File: src/rtl/mips_instr_encoder_pkg.sv
// Shared op enum, MIPS opcode/funct values and the pure encode function used by the loader.
package mips_enc_pkg;

    typedef enum logic [4:0] {
        OP_NOP, OP_ADD, OP_AND, OP_OR, OP_SUB, OP_SLT, OP_XOR, OP_NOR, OP_SLL, OP_SRL, OP_JR,
        OP_ADDI, OP_ANDI, OP_ORI, OP_XORI, OP_SLTI, OP_BEQ, OP_LW, OP_SW, OP_LUI,
        OP_J, OP_JAL, OP_FADD, OP_FSUB, OP_FNEG
    } op_e;

    typedef enum logic [1:0] {ST_IDLE, ST_LOAD, ST_DRAIN, ST_DONE} state_e;

    localparam logic [5:0] OPC_SPECIAL = 6'h00, OPC_J = 6'h02, OPC_JAL = 6'h03, OPC_BEQ = 6'h04,
                           OPC_ADDI = 6'h08, OPC_SLTI = 6'h0A, OPC_ANDI = 6'h0C, OPC_ORI = 6'h0D,
                           OPC_XORI = 6'h0E, OPC_LUI = 6'h0F, OPC_COP1 = 6'h11, OPC_LW = 6'h23,
                           OPC_SW = 6'h2B;
    localparam logic [5:0] FN_SLL = 6'h00, FN_SRL = 6'h02, FN_JR = 6'h08, FN_ADD = 6'h20,
                           FN_SUB = 6'h22, FN_AND = 6'h24, FN_OR = 6'h25, FN_XOR = 6'h26,
                           FN_NOR = 6'h27, FN_SLT = 6'h2A;
    localparam logic [5:0] FFN_ADD = 6'h00, FFN_SUB = 6'h01, FFN_NEG = 6'h07;

    typedef struct packed {
        logic        ok;
        logic [31:0] word;
    } enc_t;

    // FP ops reuse the generic fields: ft=rt, fs=rd, fd=shamt.
    function automatic enc_t encode(logic [4:0] op, logic [4:0] rs, logic [4:0] rt,
                                    logic [4:0] rd, logic [4:0] sh, logic [4:0] fmt,
                                    logic [15:0] imm, logic [25:0] tgt);
        enc_t e;
        e.ok   = 1'b1;
        e.word = '0;
        case (op)
            OP_NOP:  e.word = '0;
            OP_ADD:  e.word = {OPC_SPECIAL, rs, rt, rd, 5'd0, FN_ADD};
            OP_AND:  e.word = {OPC_SPECIAL, rs, rt, rd, 5'd0, FN_AND};
            OP_OR:   e.word = {OPC_SPECIAL, rs, rt, rd, 5'd0, FN_OR};
            OP_SUB:  e.word = {OPC_SPECIAL, rs, rt, rd, 5'd0, FN_SUB};
            OP_SLT:  e.word = {OPC_SPECIAL, rs, rt, rd, 5'd0, FN_SLT};
            OP_XOR:  e.word = {OPC_SPECIAL, rs, rt, rd, 5'd0, FN_XOR};
            OP_NOR:  e.word = {OPC_SPECIAL, rs, rt, rd, 5'd0, FN_NOR};
            OP_SLL:  e.word = {OPC_SPECIAL, 5'd0, rt, rd, sh, FN_SLL};
            OP_SRL:  e.word = {OPC_SPECIAL, 5'd0, rt, rd, sh, FN_SRL};
            OP_JR:   e.word = {OPC_SPECIAL, rs, 15'd0, FN_JR};
            OP_ADDI: e.word = {OPC_ADDI, rs, rt, imm};
            OP_ANDI: e.word = {OPC_ANDI, rs, rt, imm};
            OP_ORI:  e.word = {OPC_ORI, rs, rt, imm};
            OP_XORI: e.word = {OPC_XORI, rs, rt, imm};
            OP_SLTI: e.word = {OPC_SLTI, rs, rt, imm};
            OP_BEQ:  e.word = {OPC_BEQ, rs, rt, imm};
            OP_LW:   e.word = {OPC_LW, rs, rt, imm};
            OP_SW:   e.word = {OPC_SW, rs, rt, imm};
            OP_LUI:  e.word = {OPC_LUI, 5'd0, rt, imm};
            OP_J:    e.word = {OPC_J, tgt};
            OP_JAL:  e.word = {OPC_JAL, tgt};
            OP_FADD: e.word = {OPC_COP1, fmt, rt, rd, sh, FFN_ADD};
            OP_FSUB: e.word = {OPC_COP1, fmt, rt, rd, sh, FFN_SUB};
            OP_FNEG: e.word = {OPC_COP1, fmt, 5'd0, rd, sh, FFN_NEG};
            default: e.ok = 1'b0;
        endcase
        return e;
    endfunction

endpackage

File: src/rtl/mips_instr_encoder_if.sv
// Request and instruction-memory write bus between a program source and the encoder.
interface mips_enc_if #(parameter int ADDR_W = 32);
    logic              in_valid;
    logic              in_ready;
    logic [4:0]        in_op, in_rs, in_rt, in_rd, in_shamt, in_fmt;
    logic [15:0]       in_imm;
    logic [25:0]       in_target;
    logic              imem_we;
    logic [ADDR_W-1:0] imem_addr;
    logic [31:0]       imem_wdata;
    logic              imem_ack;

    modport slave (
        input  in_valid, in_op, in_rs, in_rt, in_rd, in_shamt, in_fmt, in_imm, in_target, imem_ack,
        output in_ready, imem_we, imem_addr, imem_wdata
    );
    modport master (
        output in_valid, in_op, in_rs, in_rt, in_rd, in_shamt, in_fmt, in_imm, in_target, imem_ack,
        input  in_ready, imem_we, imem_addr, imem_wdata
    );
endinterface

File: src/rtl/mips_instr_encoder_fifo.sv
// Synchronous FIFO for encoded words; clr_i empties it without touching storage.
module mips_enc_fifo #(
    parameter int DEPTH = 4,
    parameter int W     = 32
) (
    input  logic         clk,
    input  logic         rst_n,
    input  logic         clr_i,
    input  logic         push_i,
    input  logic [W-1:0] din_i,
    input  logic         pop_i,
    output logic [W-1:0] dout_o,
    output logic         full_o,
    output logic         empty_o
);
    localparam int AW = $clog2(DEPTH);

    logic [W-1:0] mem_q [DEPTH];
    logic [AW:0]  wptr_q, rptr_q;

    // Extra pointer bit distinguishes full from empty when the indices match.
    assign empty_o = (wptr_q == rptr_q);
    assign full_o  = (wptr_q[AW] != rptr_q[AW]) && (wptr_q[AW-1:0] == rptr_q[AW-1:0]);
    assign dout_o  = mem_q[rptr_q[AW-1:0]];

    always_ff @(posedge clk) begin
        if (!rst_n || clr_i) begin
            wptr_q <= '0;
            rptr_q <= '0;
        end else begin
            if (push_i && !full_o) wptr_q <= wptr_q + 1'b1;
            if (pop_i && !empty_o) rptr_q <= rptr_q + 1'b1;
        end
    end

    always_ff @(posedge clk) begin
        if (push_i && !full_o) mem_q[wptr_q[AW-1:0]] <= din_i;
    end
endmodule

File: src/rtl/mips_instr_encoder.sv
// Program loader: encodes symbolic requests, buffers them and writes them sequentially to imem.
module mips_instr_encoder
    import mips_enc_pkg::*;
#(
    parameter int                ADDR_W     = 32,
    parameter logic [ADDR_W-1:0] BASE_ADDR  = '0,
    parameter int                MAX_WORDS  = 256,
    parameter int                FIFO_DEPTH = 4
) (
    input  logic        clk,
    input  logic        rst_n,
    input  logic        start,
    input  logic        finish,
    mips_enc_if.slave   bus,
    output logic        busy,
    output logic        done,
    output logic [15:0] word_count,
    output logic        err_badop,
    output logic        err_overflow
);
    state_e            state_q, state_d;
    logic              enc_vld_q, enc_vld_d;
    logic [31:0]       enc_word_q, enc_word_d;
    logic [ADDR_W-1:0] addr_q, addr_d;
    logic [15:0]       cnt_q, cnt_d;
    logic              badop_q, badop_d, ovf_q, ovf_d;
    logic              fifo_full, fifo_empty, fifo_push, fifo_pop;
    logic [31:0]       fifo_dout;
    logic              writing, accept, at_max, wr_fire;
    enc_t              enc;

    assign enc = encode(bus.in_op, bus.in_rs, bus.in_rt, bus.in_rd, bus.in_shamt, bus.in_fmt,
                        bus.in_imm, bus.in_target);

    assign writing      = (state_q == ST_LOAD) || (state_q == ST_DRAIN);
    assign bus.in_ready = (state_q == ST_LOAD) && !start && (!enc_vld_q || !fifo_full);
    assign accept       = bus.in_valid && bus.in_ready;
    assign fifo_push    = enc_vld_q && !fifo_full;
    assign at_max       = (cnt_q == 16'(MAX_WORDS));
    // At the word limit the head is discarded instead of written, so the address never wraps.
    assign bus.imem_we  = writing && !fifo_empty && !at_max;
    assign wr_fire      = bus.imem_we && bus.imem_ack;
    assign fifo_pop     = writing && !fifo_empty && (at_max || bus.imem_ack);

    assign bus.imem_addr  = addr_q;
    assign bus.imem_wdata = fifo_dout;
    assign busy           = writing;
    assign done           = (state_q == ST_DONE);
    assign word_count     = cnt_q;
    assign err_badop      = badop_q;
    assign err_overflow   = ovf_q;

    mips_enc_fifo #(.DEPTH(FIFO_DEPTH), .W(32)) u_fifo (
        .clk    (clk),
        .rst_n  (rst_n),
        .clr_i  (start),
        .push_i (fifo_push),
        .din_i  (enc_word_q),
        .pop_i  (fifo_pop),
        .dout_o (fifo_dout),
        .full_o (fifo_full),
        .empty_o(fifo_empty)
    );

    always_comb begin
        state_d    = state_q;
        enc_vld_d  = enc_vld_q;
        enc_word_d = enc_word_q;
        addr_d     = addr_q;
        cnt_d      = cnt_q;
        badop_d    = badop_q;
        ovf_d      = ovf_q;
        if (fifo_push) enc_vld_d = 1'b0;
        if (accept) begin
            if (enc.ok) begin
                enc_vld_d  = 1'b1;
                enc_word_d = enc.word;
            end else begin
                badop_d = 1'b1;
            end
        end
        if (wr_fire) begin
            addr_d = addr_q + ADDR_W'(4);
            cnt_d  = cnt_q + 16'd1;
        end
        if (fifo_pop && at_max) ovf_d = 1'b1;
        case (state_q)
            ST_LOAD:  if (finish) state_d = ST_DRAIN;
            ST_DRAIN: if (fifo_empty && !enc_vld_q) state_d = ST_DONE;
            default:  ;
        endcase
        // start overrides everything, including a same-cycle finish.
        if (start) begin
            state_d   = ST_LOAD;
            enc_vld_d = 1'b0;
            addr_d    = BASE_ADDR;
            cnt_d     = '0;
            badop_d   = 1'b0;
            ovf_d     = 1'b0;
        end
    end

    always_ff @(posedge clk) begin
        if (!rst_n) begin
            state_q    <= ST_IDLE;
            enc_vld_q  <= 1'b0;
            enc_word_q <= '0;
            addr_q     <= BASE_ADDR;
            cnt_q      <= '0;
            badop_q    <= 1'b0;
            ovf_q      <= 1'b0;
        end else begin
            state_q    <= state_d;
            enc_vld_q  <= enc_vld_d;
            enc_word_q <= enc_word_d;
            addr_q     <= addr_d;
            cnt_q      <= cnt_d;
            badop_q    <= badop_d;
            ovf_q      <= ovf_d;
        end
    end
endmodule

File: src/flat_wrapper.sv
// flat-port wrapper written by rule: the top's interface ports become plain ports
module mips_instr_encoder_flat import mips_enc_pkg::*;
#(
    parameter int                ADDR_W     = 32,
    parameter logic [ADDR_W-1:0] BASE_ADDR  = '0,
    parameter int                MAX_WORDS  = 256,
    parameter int                FIFO_DEPTH = 4
)
  (clk, rst_n, start, finish, busy, done, word_count, err_badop, err_overflow, bus_in_valid, bus_in_op, bus_in_rs, bus_in_rt, bus_in_rd, bus_in_shamt, bus_in_fmt, bus_in_imm, bus_in_target, bus_imem_ack, bus_in_ready, bus_imem_we, bus_imem_addr, bus_imem_wdata);
  mips_enc_if #(.ADDR_W(ADDR_W)) bus_i ();
  input  logic clk;
  input  logic rst_n;
  input  logic start;
  input  logic finish;
  output logic busy;
  output logic done;
  output logic [15:0] word_count;
  output logic err_badop;
  output logic err_overflow;
  input wire logic [$bits(bus_i.in_valid)-1:0] bus_in_valid;
  input wire logic [$bits(bus_i.in_op)-1:0] bus_in_op;
  input wire logic [$bits(bus_i.in_rs)-1:0] bus_in_rs;
  input wire logic [$bits(bus_i.in_rt)-1:0] bus_in_rt;
  input wire logic [$bits(bus_i.in_rd)-1:0] bus_in_rd;
  input wire logic [$bits(bus_i.in_shamt)-1:0] bus_in_shamt;
  input wire logic [$bits(bus_i.in_fmt)-1:0] bus_in_fmt;
  input wire logic [$bits(bus_i.in_imm)-1:0] bus_in_imm;
  input wire logic [$bits(bus_i.in_target)-1:0] bus_in_target;
  input wire logic [$bits(bus_i.imem_ack)-1:0] bus_imem_ack;
  output wire logic [$bits(bus_i.in_ready)-1:0] bus_in_ready;
  output wire logic [$bits(bus_i.imem_we)-1:0] bus_imem_we;
  output wire logic [$bits(bus_i.imem_addr)-1:0] bus_imem_addr;
  output wire logic [$bits(bus_i.imem_wdata)-1:0] bus_imem_wdata;
  assign bus_i.in_valid = bus_in_valid;
  assign bus_i.in_op = bus_in_op;
  assign bus_i.in_rs = bus_in_rs;
  assign bus_i.in_rt = bus_in_rt;
  assign bus_i.in_rd = bus_in_rd;
  assign bus_i.in_shamt = bus_in_shamt;
  assign bus_i.in_fmt = bus_in_fmt;
  assign bus_i.in_imm = bus_in_imm;
  assign bus_i.in_target = bus_in_target;
  assign bus_i.imem_ack = bus_imem_ack;
  assign bus_in_ready = bus_i.in_ready;
  assign bus_imem_we = bus_i.imem_we;
  assign bus_imem_addr = bus_i.imem_addr;
  assign bus_imem_wdata = bus_i.imem_wdata;
  mips_instr_encoder #(.ADDR_W(ADDR_W), .BASE_ADDR(BASE_ADDR), .MAX_WORDS(MAX_WORDS), .FIFO_DEPTH(FIFO_DEPTH)) u_core (.clk(clk), .rst_n(rst_n), .start(start), .finish(finish), .bus(bus_i), .busy(busy), .done(done), .word_count(word_count), .err_badop(err_badop), .err_overflow(err_overflow));
endmodule
File: config.mk
export PLATFORM = sky130hd
export DESIGN_NAME = mips_instr_encoder_flat
export DESIGN_NICKNAME = d
export VERILOG_FILES = /design/src/rtl/mips_instr_encoder_pkg.sv /design/src/rtl/mips_instr_encoder_if.sv /design/src/rtl/mips_instr_encoder_fifo.sv /design/src/rtl/mips_instr_encoder.sv /design/src/flat_wrapper.sv
export SDC_FILE = /design/constraint.sdc
export NUM_CORES = 1
export LEC_CHECK = 0
export ABC_AREA = 1
export CAP_MARGIN = 20
export CORE_MARGIN = 2
export CORE_UTILIZATION = 40
export DETAILED_ROUTE_END_ITERATION = 7
export GPL_TIMING_DRIVEN = 1
export PLACE_DENSITY = 0.74
export SLEW_MARGIN = 25
export SYNTH_ARGS = -nofsm -noshare
export SYNTH_HDL_FRONTEND = slang
export SYNTH_SLANG_ARGS = --single-unit
File: constraint.sdc
create_clock -name clk -period 2.8 [get_ports clk]
set_input_delay 0.56 -clock clk [delete_from_list [all_inputs] [get_ports clk]]
set_output_delay 0.56 -clock clk [all_outputs]
set_load 0.1 [all_outputs]
==> key figures, run 1 <==
CTS
  – Sink Count: 219
  – Max Root-Sink Buffers: 3
  – CTS buffer count: 24
  – CTS clock-pin slew for the worst setup and hold paths: around 0.060 ns
  – Post-CTS sizing: 0
  – H-tree levels: 1
  – CTS Root Cell: clkbuf_16
  – TritonCTS clock tree: yes
  – Setup bufs post-CTS: 0
  – Skew-Pair Late Insertion Delay: 0.52 ns
  – Hold-fix buffers, CTS: 0

Die
  – Starting Density: 40.7%
  – Row count: 58
  – Core Footprint: 25200 um2
  – Die Y: around 160 um
  – Die Footprint: roughly 27000 um2
  – I/O pins: between 150 and 200
  – Die X: 164 um

Job
  – Max-cap check violation count: 0

Routing
  – Drt first pass iters: 4
  – Post-route DRC: 0
  – Initial drt markers: 583
  – Final WL: between 20000 and 30000 um
  – Via count: 8770
  – Final ANT Viol Nets: 0
  – DR vias/cell: between 5 and 6
  – Wire per inst: 15.9 um

Placed design
  – Placed instance area: 12600 um2
  – IO Port Bufs: 161
  – Final GP Congestion: 0.938
  – DP Wirelength: 19100 um
  – Placed cells: 1668

Layout
  – Post-Layout Inst Area: about 13000 um2
  – Layout cells sized above 1: 15.8%
  – Net count, final: 1453
  – Post-route insts no fill: 1714
  – P&R area growth vs syn: 31.6%

Worst setup path
  – CP max stage delay: 0.31 ns
  – Critical path class: register to output pin
  – Top cell by count, worst path: buf_4
  – CP bufs+invs: 4
  – Critical Path Fanout Max: 23
  – Startpoint Class: register
  – Arr. time, crit path: 2.04 ns
  – CP Capture Type: output pin
  – Crit path required time: 2.24 ns
  – Crit-path cells: buf_4, inv_1, buf_4, o21ai_0, o22ai_2, buf_12
  – Critical path's slowest cell: dfxtp_1
  – CP top delay family: buffers and inverters

Logic synthesis
  – Top cell type's share of synthesized area: 37.5%
  – Post-Synthesis Cells: approximately 1.2k
  – Average size of a mapped cell: 8.56 um2
  – Asr flop ratio synth: 0%
  – Yosys reg bits: 219
  – Post-synth EDFFs: about 130
  – Register area share after synthesis: 55.3%
  – Top-count cell post-synth: nand2_1
  – Count of cell types in the netlist: 41
  – Most used DFF post-synth: edfxtp_1
  – Synth area leaders: edfxtp_1, dfxtp_1, nand2_1, nor2_1, o21ai_0
  – Leading area contributor after synthesis: edfxtp_1
  – Commonest cells post-synth: nand2_1, nor2_1, edfxtp_1
  – Post-Syn Area: 10200 um2
  – Yosys Warn Count: 0

Pwr
  – Leak Pwr: between 5 and 6 nW
  – Total power: ~7.2 mW
  – Power Dens Cells: 531 nW/um2
  – Peak VDD IR: 0.000361 V

Global routing
  – Largest net degree at the start of global routing: 65
  – Overflow after GRT: 0
  – Initial antenna violation count: 2
  – Total GRT Usage: 20.2%
  – First-pass GRT wire length: 43000 um
  – Vias in the first global route: 8250

Timing
  – Setup Skew: 0.0284 ns
  – Peak Freq: 385 MHz
  – Final Critical Period: 2.60 ns
  – RSZ-0062 raised after global routing: no
  – Fin crit share: 92.7%
  – Relative slew slack: 42.6%
  – Slew Limit Fails: 0
  – Endpoints failing hold: 0
  – Worst Tran Pin Value: 0.860 ns
  – Final setup violation count: 0
  – Setup TNS: 0 ns

Min path
  – Worst min path class: register to register

Run status
  – Run status: finished, final reports clean
## flip-flops by register name (all words and copies together), names as in the netlist, named ones only
register              flops
u_core.enc_word_q        32
u_core.err_badop          1
u_core.u_fifo.rptr_q      3
u_core.state_q            2
u_core.u_fifo.wptr_q      3
u_core.word_count        16
u_core.bus.imem_addr     30
u_core.err_overflow       1
u_core.enc_vld_q          1
u_core.u_fifo.mem_q     128
## worst register-to-register path, cell delays in order (launching register included)
cell and delay [ns]:
dfxtp_1 0.38, ha_1 0.18, inv_1 0.06, nor2_1 0.19, nand3_2 0.13, nor2_4 0.69
o21ai_0 0.21, nor2_1 0.15
## layer usage
metal / vias to the layer above / track usage [%] / share of wire, %
met5: - / 0 / 0.099
met4: 4 / 6.14 / 1.8
li1: 4367 / - / -
met3: 34 / 4.09 / 6.8
met2: 235 / 34.7 / 50
met1: 4130 / 25.8 / 42
## cell families (layout without fill, tap and decap cells)
group / count (synthesis) / in the layout / share of synthesized area, %
and+or+nand+nor: 620 / 620 / 25.4
DFF: 219 / 219 / 55.3
AOI/OAI and AO/OA: 214 / 214 / 11.2
buffers and inverters: 116 / 299 / 5.30
xor gates and xnor gates: 17 / 17 / 1.45
adders and majority gates: 11 / 11 / 1.34
other: 1 / 4 / 0.0366
## where the power goes
part | internal [mW] | total (mW) | switching [mW]
clock | 2.00 | 3.28 | 1.28
combinational | 0.186 | 0.443 | 0.257
sequential | 3.41 | 3.44 | 0.0241
## final cells by class
class                      instances  area [um2]
multi-input combinational        864        4260
clock inverter                    16         205
inverter                          69         267
tap                              330         413
timing repair buffer             186        2040
fill                            2257       11700
clock buffer                      28         636
sequential                       219        5670
antenna                            2        5.00
## worst paths after layout
| kind | start | to | slack [ns] | depth (start not counted) |
|---|---|---|---|---|
| max reg2reg | u_core.state_q[0]$_SDFFE_PN0P_ | u_core.enc_word_q[12]$_SDFFE_PN0P_ | 0.73 | 7 |
| max | register | bus_imem_wdata[2] | 0.20 | 6 |
| min | u_core.bus.imem_addr[31]$_SDFFE_PP0P_ | u_core.bus.imem_addr[31]$_SDFFE_PP0P_ | 0.50 | 2 |
| min reg2reg | u_core.bus.imem_addr[31]$_SDFFE_PP0P_ | u_core.bus.imem_addr[31]$_SDFFE_PP0P_ | 0.50 | 2 |
## metrics by stage
step	hold WS [ns]	util, %	setup WS (ns)
after floorplan	0.455	-	0.0348
after global placement	0.472	50.2	0.218
after detailed placement	0.484	50.2	0.171
after CTS	0.495	53.5	0.193
after global routing	0.514	53.5	0.115
final	0.496	53.6	0.203
## layout by cell type (no fill, tap or decap), types with 8 or more instances in the layout
cell type,count
nand4_1,10
inv_1,60
nand3b_1,8
buf_12,36
nor2_1,208
nor3_1,17
xor2_1,11
nand2_1,293
a21oi_1,74
o21ai_0,90
buf_4,73
o21ai_1,11
nor2_2,8
ha_1,11
edfxtp_1,128
nand3_1,55
clkbuf_16,24
dfxtp_1,90
clkdlybuf4s50_1,77
o22ai_2,32
No activity file was read; power rests on OpenSTA's default activity.
==> inputs of run 2 (changes only) <==
--- a/config.mk
+++ b/config.mk
@@ -8,10 +8,11 @@
 export ABC_AREA = 1
 export CAP_MARGIN = 20
 export CORE_MARGIN = 2
-export CORE_UTILIZATION = 40
+export CORE_UTILIZATION = 28
 export DETAILED_ROUTE_END_ITERATION = 7
 export GPL_TIMING_DRIVEN = 1
-export PLACE_DENSITY = 0.74
+export HOLD_SLACK_MARGIN = 0.05
+export PLACE_DENSITY = 0.58
 export SLEW_MARGIN = 25
 export SYNTH_ARGS = -nofsm -noshare
 export SYNTH_HDL_FRONTEND = slang
==> constraint.sdc (replaced) <==
create_clock -name clk -period 2.8 [get_ports clk]
set_input_delay 0.56 -clock clk [delete_from_list [all_inputs] [get_ports clk]]
set_output_delay 0.56 -clock clk [all_outputs]
set_load 0.01 [all_outputs]
==> run 2 against run 1 <==
  * Die area up 42%
  * Clock skew down 0.011 ns
  * Final cell count up 8.3%
  * Critical path depth down 1
  * Critical path type unchanged
  * Critical endpoint is now bus_imem_wdata[15]
==> key figures, run 2 (synthesis gave the netlist of run 1 again) <==
Run status
  – Run status: finished, final reports clean

Timing
  – Peak Freq: 370 MHz
  – Relative slew slack: 38.7%
  – Final WS setup: a little under 0.1 ns
  – Setup Skew: 0.0175 ns
  – Setup TNS: 0 ns
  – Fin crit share: between 90% and 100%
  – Final setup violation count: 0
  – Endpoints failing hold: 0
  – Worst Tran Pin Value: 0.917 ns
  – Hold Worst Slack: approximately 0.48 ns
  – Final Critical Period: 2.70 ns
  – RSZ-0062 raised after global routing: no
  – Slew Limit Fails: 0

Worst setup path
  – Worst R2R End: u_core.word_count[12]$_SDFFE_PP0P_
  – Crit-path cells: inv_2, buf_12, o21ai_0, o22ai_1, clkdlybuf4s50_1
  – Critical Path Fanout Max: 27
  – Crit path required time: 2.24 ns
  – CP bufs+invs: 3
  – CP Capture Type: output pin
  – Arr. time, crit path: ~2.1 ns
  – CP max stage delay: 0.59 ns
  – R2R cell count: 10
  – R2r setup slk: 0.68 ns
  – Startpoint Class: register
  – Critical path's slowest cell: clkdlybuf4s50_1
  – Worst r2r src: u_core.state_q[0]$_SDFFE_PN0P_
  – Critical path class: register to output pin
  – CP top delay family: buffers and inverters

Global routing
  – Met3 Use GR: 3.26%
  – Vias in the first global route: 8284
  – Initial antenna violation count: 2
  – Total GRT Usage: 16.0%
  – Global route hottest layer: met2
  – First-pass GRT wire length: 48000 um
  – Overflow after GRT: 0
  – GR met1 Demand/Resource: 21.8%
  – Largest net degree at the start of global routing: 47
  – Met2 Resource Use GR: 26.4%

Layout
  – Net count, final: 1459
  – Most frequent cells in the layout: nand2_1, nor2_1, clkdlybuf4s50_1
  – Max reg flops: ~130
  – P&R area growth vs syn: 31.3%
  – Most common cell after layout, fill and taps aside: nand2_1
  – Post-route insts no fill: approximately 1.9k
  – Post-layout util: about 37%
  – Layout cells sized above 1: 7.93%

Placed design
  – IO Port Bufs: 161
  – Pre-CTS WS: 0.170 ns
  – Placed cells: 1807
  – Final GP Congestion: 0.871
  – DP Wirelength: 21100 um

Routing
  – Wire per inst: 16.9 um
  – Initial drt markers: 482
  – Post-route DRC: 0
  – Drt first pass iters: 5
  – Via count: 8869
  – Final WL: 31300 um
  – DR vias/cell: 4.78
  – Final ANT Viol Nets: 0

Die
  – I/O pins: 164
  – Die X: 195 um
  – Core Footprint: 36300 um2
  – Starting Density: between 20% and 30%
  – Row count: 70
  – Die Footprint: ~38000 um2
  – Die Y: 195 um

Job
  – Max-cap check violation count: 0

Min path
  – Hold wc startpoint: u_core.err_overflow$_SDFFE_PP0P_
  – Hold EP: u_core.err_overflow$_SDFFE_PP0P_
  – Hold depth: 2
  – Worst min path class: register to register

CTS
  – Sink Count: approximately 220
  – TritonCTS clock tree: yes
  – Max Root-Sink Buffers: 3
  – Skew-Pair Late Insertion Delay: around 0.53 ns
  – CTS clock-pin slew for the worst setup and hold paths: roughly 0.060 ns
  – CTS Root Cell: clkbuf_16
  – CTS buffer count: 25
  – H-tree levels: 1
  – Hold-fix buffers, CTS: 0

Pwr
  – Power Dens Cells: 539 nW/um2
  – Leak Pwr: around 5 nW
  – Peak VDD IR: ~0.0004 V
==> run 2: cell types whose count changed in the layout (fill, tap and decap cells not counted), moves of 4 or more <==
cell	change
buf_12	-30
buf_4	-51
clkdlybuf4s50_1	+74
dlymetal6s2s_1	+9
nor2_2	-4
nor2_4	+4
o22ai_1	+29
o22ai_2	-29
==> run 2: per-stage QoR <==
stage	area (um2)	power (mW)
after floorplan	10300	3.69
after global placement	12500	3.92
after detailed placement	12500	3.92
after CTS	13400	7.35
after global routing	13500	7.49
final	13500	7.26
==> run 2: cell type report <==
class / instances / area (um2)
inverters: 69 / 268
repair buffers: 191 / 1980
clock inverters: 14 / 185
well taps: 468 / 586
fillers: 3692 / 22900
multi-input cells: 864 / 4100
clock buffers: 31 / 668
diodes: 1 / 2.50
flip-flops and latches: 219 / 5670
==> run 2: routing by layer <==
metal / vias to the layer above / wire [um]
met5: - / 14
met4: 2 / 542
met3: 45 / 2210
met2: 264 / 14500
met1: 4188 / 14000
li1: 4370 / -
==> run 2: repair_timing <==
action                                  in CTS  in global routing
endpoints found under the setup margin      23                 12
setup buffers                                1                  1
pin swaps                                    1                  3
gates resized for setup                      7                 11
gates cloned                                 2                  0
==> run 2: worst max-delay path by stage <==
stage / from / depth (start not counted) / endpoint / slack, ns
after floorplan: u_core.u_fifo.rptr_q[2]$_SDFFE_PP0P_ / 6 / u_core.u_fifo.mem_q[3][0]$_DFFE_PP_ / 0.24
after CTS: register / 5 / bus_imem_wdata[9] / 0.002
after global routing: register / 5 / bus_imem_wdata[19] / 0.003
after detailed placement: bus_in_op[2] / 7 / u_core.enc_word_q[1]$_SDFFE_PN0P_ / 0.17
after global placement: bus_in_op[2] / 7 / u_core.enc_word_q[1]$_SDFFE_PN0P_ / 0.16
final: register / 5 / bus_imem_wdata[15] / 0.1
==> run 2: worst min-delay path, delay by kind of cell, from the launching register on <==
kind               cells  cell delay, ns
AOI/OAI and AO/OA      1            0.04
DFF                    1            0.33
and+or+nand+nor        1            0.07
==> run 2: power by group <==
group / switching, mW / leakage [nW] / internal, mW / total [mW]
sequential: 0.0236 / 2.09 / 3.41 / 3.43
clock: 1.35 / 0.406 / 2.06 / 3.41
combinational: 0.227 / 2.64 / 0.188 / 0.416
==> inputs of run 3 (changes only) <==
--- a/config.mk
+++ b/config.mk
@@ -5,14 +5,14 @@
 export SDC_FILE = /design/constraint.sdc
 export NUM_CORES = 1
 export LEC_CHECK = 0
-export ABC_AREA = 1
+export ABC_CLOCK_PERIOD_IN_PS = 2800
 export CAP_MARGIN = 20
 export CORE_MARGIN = 2
 export CORE_UTILIZATION = 28
 export DETAILED_ROUTE_END_ITERATION = 7
 export GPL_TIMING_DRIVEN = 1
 export HOLD_SLACK_MARGIN = 0.05
-export PLACE_DENSITY = 0.58
+export PLACE_DENSITY = 0.59
 export SLEW_MARGIN = 25
 export SYNTH_ARGS = -nofsm -noshare
 export SYNTH_HDL_FRONTEND = slang
==> run 3 against run 2 <==
  * Setup slack got worse by 0.0055 ns
  * Register-to-register slack got worse by 0.14 ns
  * Largest cell class unchanged
  * Largest power group unchanged
  * Clock skew grew 0.0069 ns
  * Non-clock buffer count rose by 20
  * Global-route usage decreased by 2.4 points
  * Synthesized area decreased by 10%
  * Final cell count fell by 27%
==> key figures, run 3 <==
Logic synthesis
  – Post-synth EDFFs: roughly 130
  – Synth area leaders: edfxtp_1, dfxtp_1, mux4_2, xor2_1, nor2_1
  – Top cell type's share of synthesized area: a little over two fifths
  – Top-count cell post-synth: edfxtp_1
  – Post-Syn Area: 9210 um2
  – Average size of a mapped cell: 13.3 um2
  – Yosys reg bits: 219
  – Leading area contributor after synthesis: edfxtp_1
  – Count of cell types in the netlist: just over 60
  – Commonest cells post-synth: edfxtp_1, dfxtp_1, nor2_1
  – Yosys Warn Count: 0
  – Most used DFF post-synth: edfxtp_1
  – Asr flop ratio synth: 0%
  – Post-Synthesis Cells: between 600 and 700
  – Register area share after synthesis: 61.5%

Min path
  – Hold depth: 2
  – Hold EP: u_core.err_overflow$_SDFFE_PP0P_
  – Hold wc startpoint: u_core.err_overflow$_SDFFE_PP0P_
  – Worst min path class: register to register

Global routing
  – First-pass GRT wire length: 36900 um
  – Overflow after GRT: 0
  – Total GRT Usage: 13.7%
  – Largest net degree at the start of global routing: 58
  – Initial antenna violation count: 0
  – Vias in the first global route: 6533

Placed design
  – IO Port Bufs: around 160
  – Final GP Congestion: roughly 0.84
  – Placed cells: approximately 1.3k
  – DP Wirelength: 15200 um
  – Placed instance area: approximately 12000 um2

Timing
  – Final setup violation count: 0
  – Setup TNS: 0 ns
  – Setup Skew: 0.0244 ns
  – Hold Worst Slack: 0.475 ns
  – Relative slew slack: roughly 50%
  – Fin crit share: 96.7%
  – Final Critical Period: about 2.7 ns
  – RSZ-0062 raised after global routing: no
  – Peak Freq: ~370 MHz
  – Worst Tran Pin Value: 0.750 ns
  – Slew Limit Fails: 0
  – Endpoints failing hold: 0

Layout
  – Most common cell after layout, fill and taps aside: clkdlybuf4s50_1
  – Post-Layout Inst Area: 12600 um2
  – Net count, final: 984
  – Fill count: ~3.1k
  – Post-route insts no fill: 1358
  – Max reg flops: 128
  – Most frequent cells in the layout: clkdlybuf4s50_1, edfxtp_1, dfxtp_1
  – Layout cells sized above 1: 14.5%
  – P&R area growth vs syn: 36.3%

Routing
  – Via count: 6444
  – Drt first pass iters: 5
  – Initial drt markers: 319
  – Final ANT Viol Nets: 0
  – DR vias/cell: 4.75
  – Wire per inst: 17.6 um
  – Final WL: roughly 24000 um
  – Post-route DRC: 0

Worst setup path
  – Crit path required time: 2.24 ns
  – Startpoint Class: register
  – CP Capture Type: output pin
  – R2r setup slk: 0.54 ns
  – Worst r2r src: u_core.state_q[0]$_SDFFE_PN0P_
  – Arr. time, crit path: 2.15 ns
  – R2R cell count: 7
  – Worst R2R End: u_core.bus.imem_addr[28]$_SDFFE_PP0P_
  – Critical Path Fanout Max: 15
  – Critical path class: register to output pin

Die
  – I/O pins: 164
  – Die X: 185 um
  – Starting Density: 28.4%
  – Die Y: about 190 um
  – Row count: 66
  – Core Footprint: around 32000 um2
  – Die Footprint: 34400 um2

Run status
  – Run status: finished, final reports clean

Job
  – Max-cap check violation count: 0

CTS
  – Sink Count: 219
  – CTS clock-pin slew for the worst setup and hold paths: 0.05 ns
  – Skew-Pair Late Insertion Delay: 0.53 ns
  – Hold-fix buffers, CTS: 0
  – TritonCTS clock tree: yes
  – CTS Root Cell: clkbuf_16
  – CTS buffer count: 26
  – H-tree levels: 1
  – Max Root-Sink Buffers: 3

Pwr
  – Leak Pwr: 4.17 nW
  – Power Dens Cells: 561 nW/um2
  – Peak VDD IR: between 0.0003 and 0.0004 V
run 3: cell count changes in the layout (fill, tap and decap cells not counted), moves of 17 or more:
cell	delta
nand3_1	-42
o22ai_1	-28
mux4_2	+32
inv_1	-46
buf_4	+19
a21oi_1	-47
dlygate4sd2_1	+18
o21ai_0	-68
nand2_1	-261
xor2_1	+26
o2bb2ai_1	+17
nor2_1	-144
run 3: worst max path at each step:
stage / startpoint / to
final: register / bus_imem_wdata[27]
after global routing: register / bus_imem_wdata[27]
after CTS: register / bus_imem_wdata[20]
after detailed placement: bus_in_op[4] / u_core.enc_word_q[14]$_SDFFE_PN0P_
after global placement: bus_in_op[4] / u_core.enc_word_q[14]$_SDFFE_PN0P_
after floorplan: u_core.u_fifo.wptr_q[1]$_SDFFE_PP0P_ / u_core.u_fifo.mem_q[3][0]$_DFFE_PP_
run 3: critical path: stages, from the launching register on:
cell and delay, ns:
dfxtp_4 0.41, buf_12 0.18, mux4_2 0.51, clkdlybuf4s50_1 0.52
run 3: routing by layer:
layer | vias to the layer above | wire, um | track usage (%)
met5 | - | 0 | 0
met1 | 3122 | 11000 | 18.6
met3 | 34 | 1700 | 3.44
met2 | 198 | 10900 | 22.1
met4 | 0 | 398 | 2.79
li1 | 3090 | - | -
run 3: cell type report:
cell class	instances	area, um2	share of cell area (%)
Antenna cell	1	2.50	0.0199
Clock buffer	35	714	5.69
Clock inverter	13	128	1.02
Inverter	13	48.8	0.389
Multi-Input combinational cell	424	3340	26.6
Sequential cell	219	5670	45.2
Tap cell	442	553	4.40
Timing Repair Buffer	211	2100	16.7
run 3: metrics by stage:
stage	total power, mW	setup WS (ns)	utilization [%]
after floorplan	3.64	0.531	-
after global placement	3.84	0.221	35.7
after detailed placement	3.84	0.133	35.7
after CTS	7.15	0.0000171	38.4
after global routing	7.31	0.0137	38.7
final	7.04	0.0921	38.7
run 3: cell families (layout without fill, tap and decap cells):
logic type | after synthesis | after routing | synth area share [%]
other | 1 | 3 | 0.0407
buffers and inverters | 52 | 272 | 2.47
AO/OA/AOI/OAI | 123 | 123 | 9.70
AND/OR/NAND/NOR | 209 | 209 | 12.4
adder cells (fa/ha/maj) | 11 | 11 | 1.49
XOR/XNOR | 44 | 44 | 4.27
flip-flops | 219 | 219 | 61.5
multiplexers | 35 | 35 | 8.15
run 3: timing repair:
item                       in CTS  in global routing
setup endpoints to repair      30                  7
gates resized for setup        22                  3
pin swaps                       0                  0
gates cloned                    2                  0
setup buffers                   0                 10
hold endpoints to repair        0                  0
run 3: where the power goes:
part	switching, mW	internal, mW
clock network	1.30	1.97
logic	0.159	0.186
registers	0.0201	3.40
total	1.48	5.56
